**src/rtl/if_fetch_stage_pkg.sv**
```systemverilog
// Shared pipeline definitions for the instruction-fetch stage.
package if_fetch_stage_pkg;

  typedef enum logic [1:0] {
    RUN   = 2'd0,
    STALL = 2'd1,
    HALT  = 2'd2
  } fetch_state_e;

  localparam logic [31:0] NOP_WORD      = 32'b0;
  localparam logic [31:0] DEF_HALT_WORD = 32'hFFFF_FFFF;
  localparam logic [31:0] DEF_RESET_PC  = 32'h0000_0000;
  localparam logic [31:0] ALIGN_MASK    = 32'hFFFF_FFFC;

endpackage

```
**src/rtl/if_fetch_stage_sat_counter16.sv**
```systemverilog
// 16-bit event counter that sticks at all-ones instead of wrapping.
module sat_counter16 (
  input  logic        clk,
  input  logic        rstN,
  input  logic        en,
  output logic [15:0] count
);

  // Increment on enabled edges until the count saturates.
  always_ff @(posedge clk or negedge rstN) begin
    if (!rstN) begin
      count <= '0;
    end else if (en && (count != '1)) begin
      count <= count + 16'd1;
    end
  end

endmodule

```
**src/rtl/if_fetch_stage.sv**
```systemverilog
// Instruction-fetch stage: owns the PC, applies ID-stage redirects,
// squashes the wrong-path slot, follows the IF/ID one-shot hold and halts.
module if_fetch_stage
  import if_fetch_stage_pkg::*;
#(
  parameter logic [31:0] RESET_PC  = DEF_RESET_PC,
  parameter logic [31:0] HALT_WORD = DEF_HALT_WORD
) (
  input  logic        clk,
  input  logic        rstN,
  input  logic        hold,
  input  logic        branchTakenID,
  input  logic [31:0] branchTargetID,
  input  logic        jumpID,
  input  logic [31:0] jumpTargetID,
  input  logic [31:0] imemData,
  output logic [31:0] imemAddr,
  output logic [31:0] pcAdd4IF,
  output logic [31:0] instructionIF,
  output logic        halted,
  output logic [15:0] fetchCount,
  output logic [15:0] stallCount
);

  fetch_state_e state, state_next;
  logic [31:0]  pc, pc_next, pc_target;
  logic         advance, redirect, squash, fetch_inc, stall_inc;

  assign redirect = jumpID | branchTakenID;

  // Next-PC candidate: jump beats branch beats sequential; targets word-aligned.
  always_comb begin
    pc_target = pc + 32'd4;
    if (jumpID) begin
      pc_target = jumpTargetID & ALIGN_MASK;
    end else if (branchTakenID) begin
      pc_target = branchTargetID & ALIGN_MASK;
    end
  end

  // Next-state logic; a STALL edge always advances, mirroring the IF/ID one-shot flag.
  always_comb begin
    state_next = state;
    pc_next    = pc;
    advance    = 1'b0;
    squash     = 1'b0;
    fetch_inc  = 1'b0;
    stall_inc  = 1'b0;
    case (state)
      RUN: begin
        if (hold) begin
          state_next = STALL;
          stall_inc  = 1'b1;
        end else begin
          advance = 1'b1;
        end
      end
      STALL:   advance = 1'b1;
      HALT:    state_next = HALT;
      default: state_next = RUN;
    endcase
    if (advance) begin
      if (!redirect && (imemData == HALT_WORD)) begin
        state_next = HALT;
      end else begin
        state_next = RUN;
        pc_next    = pc_target;
        fetch_inc  = 1'b1;
        squash     = redirect;
      end
    end
  end

  // PC and state registers.
  always_ff @(posedge clk or negedge rstN) begin
    if (!rstN) begin
      pc    <= RESET_PC;
      state <= RUN;
    end else begin
      pc    <= pc_next;
      state <= state_next;
    end
  end

  assign imemAddr      = pc;
  assign pcAdd4IF      = pc + 32'd4;
  assign halted        = (state == HALT);
  assign instructionIF = (!rstN || halted || squash) ? NOP_WORD : imemData;

  sat_counter16 u_fetch_cnt (
    .clk   (clk),
    .rstN  (rstN),
    .en    (fetch_inc),
    .count (fetchCount)
  );

  sat_counter16 u_stall_cnt (
    .clk   (clk),
    .rstN  (rstN),
    .en    (stall_inc),
    .count (stallCount)
  );

endmodule

```
**config.mk**
```make
export PLATFORM = sky130hd
export DESIGN_NAME = if_fetch_stage
export DESIGN_NICKNAME = d
export VERILOG_FILES = /design/src/rtl/if_fetch_stage_pkg.sv /design/src/rtl/if_fetch_stage_sat_counter16.sv /design/src/rtl/if_fetch_stage.sv
export SDC_FILE = /design/constraint.sdc
export NUM_CORES = 1
export LEC_CHECK = 0
export ABC_CLOCK_PERIOD_IN_PS = 3100
export BUFFER_PORTS_ARGS = -buffer_cell sky130_fd_sc_hd__buf_2
export CORE_ASPECT_RATIO = 1.1
export CORE_MARGIN = 1.5
export CORE_UTILIZATION = 46
export DETAILED_ROUTE_END_ITERATION = 12
export PLACE_DENSITY_LB_ADDON = 0.05
export SYNTH_ARGS = -nofsm -noshare
export SYNTH_HDL_FRONTEND = slang
export SYNTH_SLANG_ARGS = --single-unit
```
**constraint.sdc**
```tcl
create_clock -name clk -period 3.1 [get_ports clk]
set_clock_uncertainty 0.05 [all_clocks]
set_input_delay 0.62 -clock clk [delete_from_list [all_inputs] [get_ports clk]]
set_output_delay 0.62 -clock clk [all_outputs]
set_load 0.01 [all_outputs]
```
==> results of run 1 <==
[report_power, final]
part	leakage, nW	total (mW)	switching (mW)	internal (mW)
logic	2.14	0.958	0.512	0.446
registers	0.791	1.18	0.203	0.977
clock network	0.112	0.836	0.345	0.492
[layout make-up]
type	instances	area share, %
clock buffers	12	2.551
clock inverters	3	1.070
inverters	8	0.4938
multi-input cells	405	44.69
flip-flops and latches	64	26.46
well taps	117	2.407
repair buffers	254	22.33
[metrics by stage]
stage	power [mW]	cell area, sq um	util [%]	instances
global route	3.143	6081	65.35	863
CTS	2.962	5967	64.13	855
detailed placement	2.112	5669	60.93	838
floorplan	1.671	4383	-	513
global placement	2.085	5669	60.93	838
finish	2.975	6081	65.35	863
[synth_stat cells (11+ instances only)]
library cell,count,area share [%]
nand3_1,27,3.1
and2_1,33,4.7
nand4_1,23,3.3
o21ai_0,25,2.9
clkbuf_1,28,2.4
dfrtp_1,64,37
nand2_1,40,3.4
nor3_1,11,1.3
a31oi_1,11,1.6
xor2_1,27,5.4
a21oi_1,21,2.4
xnor2_1,28,5.6
nor2_1,35,3.0
nor4_1,14,2.0
[worst reg2reg max path: stages (launching register included)]
cell and delay (ns):
dfrtp_1 0.36, nand3_1 0.12, or4_4 0.60, buf_4 0.21, nor4b_4 0.34, buf_4 0.17
buf_4 0.09, o21ai_0 0.07, a22o_1 0.18
[placed cells by master (no fill, tap or decap), types with 21 or more instances in the layout]
cell / count
a21oi_1: 21
and2_1: 33
buf_2: 221
buf_4: 32
dfrtp_1: 58
nand2_1: 40
nand3_1: 27
nand4_1: 23
nor2_1: 35
o21ai_0: 25
xnor2_1: 26
xor2_1: 27
[worst max-delay path by stage]
stage | from | cells after the start | endpoint | slack (ns)
after floorplan | imemAddr[12] | 5 | pcAdd4IF[27] | 0.45
after CTS | imemAddr[7] | 6 | pcAdd4IF[31] | 0.003
after global routing | imemAddr[6] | 6 | pcAdd4IF[31] | -0.08
final | imemAddr[12] | 6 | pcAdd4IF[24] | 0.03
after global placement | imemAddr[14] | 6 | pcAdd4IF[31] | 0.21
after detailed placement | imemAddr[14] | 6 | pcAdd4IF[31] | 0.19
[flip-flops by register name, summed over array words and instances, names as in the netlist]
name,flops
state,2
u_stall_cnt.count,16
imemAddr,30
u_fetch_cnt.count,16
[repair_timing]
item	4_1_cts	5_1_grt
buffers inserted	2	8
pin swaps	0	4
resized for setup	12	11
gates cloned	0	0
setup endpoints to repair	8	12
[logic make-up (layout without fill, tap and decap cells)]
group | count (synthesis) | count (layout) | synth area share (%)
other | 1 | 4 | 0.08578
multiplexers | 8 | 8 | 1.975
buffers and inverters | 44 | 277 | 4.207
flip-flops | 64 | 64 | 36.63
AO/OA/AOI/OAI | 109 | 109 | 16.66
AND/OR/NAND/NOR | 226 | 226 | 28.56
adder cells (fa/ha/maj) | 3 | 3 | 0.8587
XOR/XNOR | 55 | 55 | 11.02
[metal layers]
| layer | up-vias | routed length [microns] | global-route usage (%) |
|---|---|---|---|
| li1 | 2324 | - | - |
| met1 | 2260 | 5984 | 36.02 |
| met2 | 197 | 7186 | 46.63 |
| met3 | 23 | 996 | 6.349 |
| met4 | 0 | 284 | 10.29 |
| met5 | - | 0 | 0 |
==> metrics.md, run 1 <==
| Metric | Value |
|---|---|
| Reg2reg end | imemAddr[31] |
| Total Neg Setup Slack | 0 ns |
| Syn Std Cell Area | 4372 sq um |
| Hold Vio Cnt, Final | 0 |
| Routed via count | 4804 |
| DRT Wirelength | 14.45 mm |
| Area growth syn-to-layout | 39.10% |
| Core Area | 9305 sq um |
| Cts hold-fix bufs | 0 |
| R2r startpoint | imemAddr[6] |
| DP HPWL | 10.52 mm |
| Clk buf depth | 2 |
| Clock sinks | 64 |
| Share of cells above drive strength 1 | between 40% and 50% |
| Avg Cell Area, Syn | between 8 and 9 sq um |
| Hold Crit Endpoint | u_stall_cnt.count[13] |
| Cell family with most CP delay | simple AND/OR/NAND/NOR gates |
| Max FO, Critical Path | 6 |
| Fin worst setup slack | 0.03301 ns |
| Period Utilization, post-route | 98.94% |
| Slowest-stage cell, CP | or4_4 |
| DP Worst Slack | 0.1859 ns |
| CTS root buf | clkbuf_8 |
| Number of synthesized flops with an enable pin | 0 |
| Largest net degree at the start of global routing | 65 |
| CP Buf/Inv Count | 2 |
| Worst EP required | 2.43 ns |
| Synthesis-stage register bit count | 64 |
| Critical Path Sink Type | output pin |
| Synth warnings | 0 |
| I/O Buffers | between 200 and 250 |
| GR Overflow Total | 0 |
| Placer congestion estimate | 0.8555 |
| Arrival time at the worst endpoint | 2.40 ns |
| First-pass GRT wire length | between 20 and 25 mm |
| Top FF cell, synth | dfrtp_1 |
| Sequential cell area | 1609 sq um |
| Worst vdd ir | 0.2446 mV |
| R2R cell count | 8 |
| Clk Latency, worst-skew pair | around 0.36 ns |
| Hold Crit Class | reg -> reg |
| CP Cell Sequence | nand4_4, buf_4, or4_4, or3_4, xnor2_2, buf_2 |
| Pleak | 3.041 nW |
| Status | finished, final reports clean |
| Final setup vio count | 0 |
| TritonCTS buffer count | 9 |
| Initial antenna violation count | 0 |
| Worst reg2reg setup slack | 0.80 ns |
| Sequential-to-total area share from yosys stat | 36.63% |
| Vias in the first global route | 4460 |
| Final Max Slew Viols | 0 |
| Die Y | ~110 microns |
| Worst min-delay path startpoint | u_stall_cnt.count[13] |
| H-tree Lvls | 3 |
| Critical path class | reg -> out |
| Post-synth cell types | 56 |
| Antenna viol nets, final | 0 |
| CTS tree | built |
| Width of the die | 95.95 microns |
| I/O pin count | 230 |
| Fin crit period | 3.067 ns |
| First DRT Iteration DRCs | ~200 |
| Fin Hold WS | around 0.43 ns |
| Pre-Repair DR Iteration Count | 6 |
| Least-Margin Pin Slew | 0.8279 ns |
| Worst hold stages | 1 |
| Starting utilization of the core area | 46.98% |
| Max cap viols | 0 |
| DR vias/cell | roughly 5.6 |
| RSZ-0062 raised after global routing | yes |
| Clk pin slew, worst setup/hold paths | approximately 0.07 ns |
| DR WL/cell | 16.75 microns |
| Total GRT Usage | 28.38% |
| Die area | 10100 sq um |
| Worst setup SP type | flop |
| Asr flop ratio synth | between 90% and 100% |
| Fill cells | 831 |
| FMAX | 326.1 MHz |
| DRC | 0 |
| Worst slew margin | 44.80% |
| Rows | 37 |
| Fin nets | 846 |
| Slowest cell delay on critical path | between 0.5 and 0.6 ns |
| Multi-input gate area | 2718 sq um |
| Pwr/cell area | 489.2 nW/um^2 |
| Synth Instances | 510 |
| # diodes | 0 |
(Power assumes the default switching activity.)
==> run 2, diff against run 1 <==
- ABC_CLOCK_PERIOD_IN_PS: 3100 -> 3800
- CORE_UTILIZATION: 46 -> 50
- clock period: 3.1 -> 3.8 ns (I/O delays scaled with it)
==> metrics.md, run 2 (synthesized netlist as in run 1, its figures left out) <==
| Metric | Value |
|---|---|
| First DRT Iteration DRCs | 320 (was 202) |
| Clk pin slew, worst setup/hold paths | 0.08 ns (was 0.07 ns) |
| DRT Wirelength | 13.83 mm (was 14.45 mm) |
| Final setup vio count | 0 (unchanged) |
| Fin nets | 823 (was 846) |
| Status | finished, final reports clean (unchanged) |
| Cts hold-fix bufs | 0 (unchanged) |
| Pwr/cell area | 409.2 nW/um^2 (was 489.2 nW/um^2) |
| Starting utilization of the core area | 51.72% (was 46.98%) |
| Most frequent cells in the layout | 221 x buf_2, 64 x dfrtp_1, 40 x nand2_1 (was 221 x buf_2, 58 x dfrtp_1, 40 x nand2_1) |
| Die Y | 101.1 microns (was 105.2 microns) |
| Period Utilization, post-route | between 90% and 100% |
| Fill cells | 749 (was 831) |
| Worst vdd ir | 0.2256 mV (was 0.2446 mV) |
| Internal Power | 1.519 mW (was 1.915 mW) |
| Initial antenna violation count | 1 (was 0) |
| Vias in the first global route | 4461 (was 4460) |
| Combinational power share | 30.8% (was 32.2%) |
| CTS root buf | clkbuf_8 (unchanged) |
| Worst EP required | 2.99 ns (was 2.43 ns) |
| Multi-input gate area | 2613 sq um (was 2718 sq um) |
| Max cap viols | 0 (unchanged) |
| Clock sinks | 64 (unchanged) |
| # diodes | 0 (unchanged) |
| DR vias/cell | 5.772 (was 5.567) |
| GR Overflow Total | 0 (unchanged) |
| Slowest cell delay on critical path | 0.74 ns (was 0.55 ns) |
| Critical Path Sink Type | output pin (unchanged) |
| First-pass GRT wire length | 21.98 mm (was 22.05 mm) |
| Fin crit period | 3.614 ns |
| DR WL/cell | 16.57 microns (was 16.75 microns) |
| Largest net degree at the start of global routing | 65 (unchanged) |
| CP Cell Sequence | nand4_4, or4_1, or4_4, xnor2_1, buf_2 (was nand4_4, buf_4, or4_4, or3_4, xnor2_2, buf_2) |
| Core Area | 8452 sq um (was 9305 sq um) |
| Max FO, Critical Path | 11 (was 6) |
| Switch share | 35.84% (was 35.64%) |
| Clock share of power | 28.2% (was 28.1%) |
| I/O Buffers | 221 (unchanged) |
| Width of the die | 92.16 microns (was 95.95 microns) |
| Total Neg Setup Slack | 0 ns (unchanged) |
| Placer congestion estimate | 0.8366 (was 0.8555) |
| Area growth syn-to-layout | 32.34% (was 39.10%) |
| Routed via count | 4820 (was 4804) |
| Share of cells above drive strength 1 | 36.46% (was 40.75%) |
| CTS resizes | 0 (was 12) |
| Sequential power share | 41.0% (was 39.7%) |
| I/O pin count | 230 (unchanged) |
| Die area | 9314 sq um (was 10100 sq um) |
| CTS tree | built (unchanged) |
| Net switching power | 848.6 uW (was 1.060 mW) |
| FMAX | 276.7 MHz |
| Slowest-stage cell, CP | or4_1 (was or4_4) |
| Setup bufs post-CTS | 0 (was 2) |
| Pre-Repair DR Iteration Count | 5 (was 6) |
| TritonCTS buffer count | 9 (unchanged) |
| Overall power | 2.367 mW (was 2.975 mW) |
| Critical path class | reg -> out (unchanged) |
| Antenna viol nets, final | 0 (unchanged) |
| DP HPWL | 10.06 mm (was 10.52 mm) |
| Sequential cell area | 1602 sq um (was 1609 sq um) |
| Worst slew margin | 31.06% (was 44.80%) |
| Least-Margin Pin Slew | 1.030 ns (was 0.8279 ns) |
| H-tree Lvls | 3 (unchanged) |
| Total GRT Usage | 30.07% (was 28.38%) |
| Worst setup SP type | flop (unchanged) |
| Final Max Slew Viols | 0 (unchanged) |
| Clk Latency, worst-skew pair | 0.35 ns (was 0.36 ns) |
| DRC | 0 (unchanged) |
| Pleak | 2.848 nW (was 3.041 nW) |
| Hold Vio Cnt, Final | 0 (unchanged) |
| Most common cell after layout, fill and taps aside | buf_2 (unchanged) |
| Hold Crit Class | reg -> reg (unchanged) |
| Arrival time at the worst endpoint | 2.80 ns (was 2.40 ns) |
| Rows | 35 (was 37) |
| Clk buf depth | 2 (unchanged) |
| Worst reg2reg setup slack | 1.18 ns (was 0.80 ns) |
| Max reg flops | 30 (unchanged) |
| RSZ-0062 raised after global routing | no (was yes) |
==> run 2: metal layers <==
| metal | up-vias | wire, microns | GRT usage (%) |
|---|---|---|---|
| met5 | - | 10 | 0 |
| met4 | 2 | 395 | 11.72 |
| met3 | 39 | 1072 | 5.807 |
| met2 | 239 | 6834 | 52.48 |
| met1 | 2270 | 5519 | 36.63 |
| li1 | 2270 | - | - |
==> run 2: worst paths after layout <==
path | start | endpoint | depth (start not counted)
setup / recovery | imemAddr[14] | pcAdd4IF[22] | 5
hold / removal | u_stall_cnt.count[13] | u_stall_cnt.count[13] | 1
setup reg to reg | imemAddr[14] | imemAddr[22] | 5
hold reg to reg | u_stall_cnt.count[13] | u_stall_cnt.count[13] | 1
max in group asynchronous | rstN | state[1] | 2
min in group asynchronous | rstN | u_fetch_cnt.count[1] | 2
==> run 2: final cells by class <==
| cell class | instances | share of cell area (%) |
|---|---|---|
| Multi-Input combinational cell | 405 | 45.16 |
| Clock inverter | 5 | 1.384 |
| Timing Repair Buffer | 231 | 20.42 |
| Inverter | 8 | 0.5190 |
| Tap cell | 111 | 2.401 |
| Sequential cell | 64 | 27.68 |
| Clock buffer | 11 | 2.444 |
==> run 2: power by group through the flow <==
| stage | Combinational, mW | Sequential, mW | Clock (mW) |
|---|---|---|---|
| after global routing | 0.807 | 0.991 | 0.699 |
| after CTS | 0.734 | 0.967 | 0.670 |
| after detailed placement | 0.730 | 0.978 | 0 |
| after floorplan | 0.371 | 0.993 | 0 |
| after global placement | 0.710 | 0.970 | 0 |
| final | 0.729 | 0.971 | 0.668 |
==> run 2: worst max-delay path: cells and delay by family, from the launching register on <==
family                    cells  cell delay (ns)
and+or+nand+nor               3             1.54
xor gates and xnor gates      1             0.24
DFF                           1             0.50
buffers and inverters         1             0.18
==> run 2: stage by stage <==
stage / setup WS [ns] / area, sq um / hold WS, ns / instances / util, %
finish: 0.1863 / 5786 / 0.4314 / 835 / 68.45
global route: 0.05776 / 5786 / 0.4556 / 835 / 68.45
CTS: 0.2149 / 5786 / 0.4341 / 835 / 68.45
detailed placement: 0.6072 / 5564 / 0.4199 / 819 / 65.83
global placement: 0.6142 / 5564 / 0.4232 / 819 / 65.83
floorplan: 0.9026 / 4383 / 0.4075 / 513 / -
